**config.mk**
```make
export PLATFORM = sky130hd
export DESIGN_NAME = inst_rom_arbiter
export DESIGN_NICKNAME = d
export VERILOG_FILES = /design/src/rtl/inst_rom_arbiter.sv
export SDC_FILE = /design/constraint.sdc
export NUM_CORES = 1
export LEC_CHECK = 0
export BUFFER_PORTS_ARGS = -buffer_cell sky130_fd_sc_hd__buf_4
export CAP_MARGIN = 30
export CORE_AREA = 2 2 78 80
export DETAILED_ROUTE_END_ITERATION = 10
export DIE_AREA = 0 0 80 82
export HOLD_SLACK_MARGIN = 0.03
export SKIP_CTS_REPAIR_TIMING = 1
export SLEW_MARGIN = 30
export SYNTH_ARGS = -nofsm -noshare
export SYNTH_HDL_FRONTEND = slang
export SYNTH_SLANG_ARGS = --single-unit
```
**constraint.sdc**
```tcl
create_clock -name clk -period 0.8 [get_ports clk]
set_clock_uncertainty 0.05 [all_clocks]
set_input_delay 0.04 -clock clk [delete_from_list [all_inputs] [get_ports clk]]
set_output_delay 0.04 -clock clk [all_outputs]
set_load 0.01 [all_outputs]
```
**src/rtl/inst_rom_arbiter.sv**
```systemverilog
// rtl/inst_rom_arbiter.sv - two-port instruction ROM arbiter with in-order response routing
// Define ROM_ARB_RR_EN for round-robin with MAX_HOLD limit; default build is fixed priority (port 0 wins).
module inst_rom_arbiter #(
  parameter int ADDR_W   = 32,
  parameter int DATA_W   = 32,
  parameter int READ_LAT = 1,
  parameter int MAX_HOLD = 4
) (
  input  logic              clk,
  input  logic              rst,
  input  logic              m0_req,
  input  logic [ADDR_W-1:0] m0_addr,
  output logic              m0_gnt,
  output logic              m0_rvalid,
  output logic [DATA_W-1:0] m0_rdata,
  input  logic              m1_req,
  input  logic [ADDR_W-1:0] m1_addr,
  output logic              m1_gnt,
  output logic              m1_rvalid,
  output logic [DATA_W-1:0] m1_rdata,
  output logic              rom_ce,
  output logic [ADDR_W-1:0] rom_addr,
  input  logic [DATA_W-1:0] rom_data
);

  localparam int                HOLD_W   = $clog2(MAX_HOLD + 1);
  localparam logic [HOLD_W-1:0] HOLD_MAX = HOLD_W'(MAX_HOLD);

  typedef enum logic [1:0] {IDLE, OWN0, OWN1} state_t;

  state_t              r_state;
  state_t              w_state_nxt;
  logic [HOLD_W-1:0]   r_hold_cnt;
  logic [HOLD_W-1:0]   w_hold_nxt;
  logic [READ_LAT-1:0] r_tag_v;
  logic [READ_LAT-1:0] r_tag_p;
  logic                w_gnt0;
  logic                w_gnt1;
  logic                w_issue;
`ifdef ROM_ARB_RR_EN
  logic                r_last;
`endif

  always_ff @(posedge clk or negedge rst) begin
    if (!rst) begin
      r_state    <= IDLE;
      r_hold_cnt <= '0;
    end else begin
      r_state    <= w_state_nxt;
      r_hold_cnt <= w_hold_nxt;
    end
  end

`ifdef ROM_ARB_RR_EN
  // Resets to 1 so that port 0 wins the first contest.
  always_ff @(posedge clk or negedge rst) begin
    if (!rst)         r_last <= 1'b1;
    else if (w_issue) r_last <= w_gnt1;
  end
`endif

  // Tag pipe: one {valid, port} entry per issued beat, tail lines up with rom_data.
  always_ff @(posedge clk or negedge rst) begin
    if (!rst) begin
      r_tag_v <= '0;
      r_tag_p <= '0;
    end else begin
      r_tag_v[0] <= w_issue;
      r_tag_p[0] <= w_gnt1;
      for (int i = 1; i < READ_LAT; i++) begin
        r_tag_v[i] <= r_tag_v[i-1];
        r_tag_p[i] <= r_tag_p[i-1];
      end
    end
  end

  always_comb begin
    w_state_nxt = IDLE;
    w_hold_nxt  = '0;
    if (w_issue) begin
      w_state_nxt = w_gnt1 ? OWN1 : OWN0;
      if (r_state == w_state_nxt)
        w_hold_nxt = (r_hold_cnt < HOLD_MAX) ? r_hold_cnt + HOLD_W'(1) : r_hold_cnt;
      else
        w_hold_nxt = HOLD_W'(1);
    end
  end

  always_comb begin
    w_gnt0 = 1'b0;
    w_gnt1 = 1'b0;
    if (rst) begin
`ifdef ROM_ARB_RR_EN
      if (m0_req && m1_req) begin
        if (r_state == OWN0 && r_hold_cnt < HOLD_MAX)      w_gnt0 = 1'b1;
        else if (r_state == OWN1 && r_hold_cnt < HOLD_MAX) w_gnt1 = 1'b1;
        else if (r_last)                                   w_gnt0 = 1'b1;
        else                                               w_gnt1 = 1'b1;
      end else begin
        w_gnt0 = m0_req;
        w_gnt1 = m1_req;
      end
`else
      w_gnt0 = m0_req;
      w_gnt1 = m1_req && !m0_req;
`endif
    end
    w_issue  = w_gnt0 | w_gnt1;
    m0_gnt   = w_gnt0;
    m1_gnt   = w_gnt1;
    rom_ce   = w_issue;
    rom_addr = w_gnt1 ? m1_addr : (w_gnt0 ? m0_addr : '0);
  end

  assign m0_rvalid = r_tag_v[READ_LAT-1] && !r_tag_p[READ_LAT-1];
  assign m1_rvalid = r_tag_v[READ_LAT-1] &&  r_tag_p[READ_LAT-1];
  assign m0_rdata  = rom_data;
  assign m1_rdata  = rom_data;

endmodule
```
==> flow_metrics.tcl <==
set metrics [dict create \
    status "complete, but fails checks" \
    violations "setup timing" \
    peakVddDrop_v 0.00114 \
    multi_input_area_um2 393 \
    slew_violations 0 \
    grt_pass1_vias 942 \
    port_buffers 104 \
    hold_violations 0 \
    initial_utilization_pct 17.3 \
    die_area_um2 6560 \
    ff_latch_area_um2 50.0 \
    rsz0062_at_grt "yes" \
    yosysSeqAreaShare_pct 5.03 \
    hold_path.class "primary input to primary output" \
    fmax_ghz 1.05 \
    setup_viol 34 \
    gp_congestion 0.627 \
    critPathCaptureType "primary output" \
    power.switching_mw 0.368 \
    die_h_um 82 \
    yosys_warnings 0 \
    cp-start-kind "primary input" \
    syn-instance-count 116 \
    p_int_mw 0.891 \
    cts_buffer_depth 2 \
    route.detailed.drc 0 \
    relSlewSlack_pct 81.7 \
    antenna_found_initial 0 \
    cts_tree "done" \
    dp_hpwl_um 2680 \
    cts_root_buf "clkbuf_8" \
    clock-sinks 2 \
    final_core_util_pct 25.3 \
    mostFrequentLayoutCell "buf_4" \
    drt_wl_total_um 3910 \
    required_ns 0.71 \
    firstDrtPassIters 4 \
    syn-num-nets 216 \
    finalCriticalPeriod_ns 0.951 \
    postRouteAntennaNets 0 \
    worstMarginPinSlew_ns 0.274 \
    critPathCapture "rom_addr[28]" \
    crit_start "rst" \
    path_max_fanout 9 \
    cp_slowest_cell "a32o_1" \
    clockPowerShare_pct 31.7 \
    synth_area_um2 995 \
    path_cells "buf_8 > nor2b_4 > buf_4 > a32o_1 > buf_4" \
    power_density_nw_per_um2 866 \
    ios 201 \
    arrival_ns 0.86 \
    setup_tns_ns -4.30 \
    num_antenna_cells 0 \
    synth_cell_type_count 10 \
    nets 256 \
    fin_ws_ns -0.151 \
    htreeDepth 1 \
    design.core.area_um2 5750 \
    nFillCells 634 \
    share_seq_of_total_power_pct 8.8 \
    swShare_pct 29.2 \
    mostFrequentLayoutCells "buf_4, a32o_1, buf_6, a32o_2" \
    fp-row-count 28 \
    slowest_delay_ns 0.26 \
    fp.dieW_um 80 \
    grt_pass1_wl_um 4690 \
    first_iter_violations 28 \
    criticalPathCategory "primary input to primary output" \
    leakagePower_nw 0.728 \
    period_share_pct 119 \
    cpMostUsedCell "buf_4" \
    ys_seq_elements 2 \
    drive_gt1_share_pct 78.6 \
    area_growth_pct 46.0 \
    num_vias 1011 \
    wl_per_cell_um 17.1 \
    syn_avg_cell_area_um2 8.58 \
    comb_power_share_pct 59.5 \
    via_per_inst 4.41 \
    grt_usage_pct 9.02 \
    grt_max_degree 35 \
    grt_overflow 0 \
    numCtsBuffers 3 \
    maxCapViolCount 0 \
]
sequential cells by signal, summed over array words and instances (netlist names):
register	count
r_tag_p	1
r_tag_v	1
critical path: cells and delay by family:
family / cells / cell delay, ns
buffers and inverters: 3 / 0.41
AOI/OAI and AO/OA: 1 / 0.26
and+or+nand+nor: 1 / 0.14
cells in the mapped netlist:
cell / instances / area (µm²)
a32o_1: 32 / 320
and2_4: 1 / 8.76
buf_4: 67 / 503
clkbuf_1: 2 / 7.51
nor2b_1: 2 / 12.5
and2_1: 2 / 12.5
buf_6: 6 / 67.6
o21a_1: 1 / 7.51
dfrtp_1: 2 / 50.1
buf_2: 1 / 5.00
through the flow:
| stage | hold slack [ns] | total power, mW | setup WS (ns) | instance area (µm²) | instances |
|---|---|---|---|---|---|
| final | 0.0300 | 1.26 | -0.151 | 1450 | 229 |
| after global routing | 0.0300 | 1.33 | -0.202 | 1450 | 229 |
| after CTS | -0.342 | 1.21 | -0.228 | 1350 | 225 |
| after detailed placement | -0.121 | 0.799 | -0.225 | 1310 | 222 |
| after global placement | -0.118 | 0.794 | -0.217 | 1310 | 222 |
| after floorplan | -0.306 | 0.709 | 0.0259 | 995 | 116 |
power by group through the flow:
stage	Combinational (mW)	Sequential (mW)	Clock [mW]
3_3_place_gp	0.684	0.110	0
6_report	0.748	0.111	0.399
2_1_floorplan	0.600	0.110	0
5_1_grt	0.802	0.112	0.420
4_1_cts	0.691	0.109	0.410
3_5_place_dp	0.689	0.110	0
metal layers:
layer / global-route usage [%] / wire length [µm] / part of all wire, % / up-vias
met3: 2.53 / 446 / 11 / 26
met5: 0 / 0 / 0 / -
met2: 15.8 / 1920 / 49 / 70
li1: - / - / - / 448
met4: 6.61 / 165 / 4.2 / 0
met1: 9.17 / 1380 / 35 / 467
logic make-up after synthesis:
family,synth area share [%]
AND/OR/NAND/NOR,3.40
flip-flops,5.03
AO/OA/AOI/OAI,33.0
buffers and inverters,58.6
worst min path at each step:
stage	from	endpoint	slack, ns	cells past startpoint
floorplan	rst	r_tag_p	-0.31	0
global placement	rst	r_tag_p	-0.12	2
detailed placement	rst	r_tag_p	-0.12	2
CTS	rst	r_tag_v	-0.34	2
global route	rom_data[20]	m0_rdata[20]	0.03	0
finish	rom_data[28]	m0_rdata[28]	0.03	0
area by class of cell:
| type | instances | share of cell area (%) |
|---|---|---|
| Tap cell | 75 | 6.46 |
| Multi-Input combinational cell | 39 | 27.0 |
| Sequential cell | 2 | 3.45 |
| Timing Repair Buffer | 110 | 60.2 |
| Clock buffer | 3 | 2.84 |
Power figures use the tool's default switching activity.
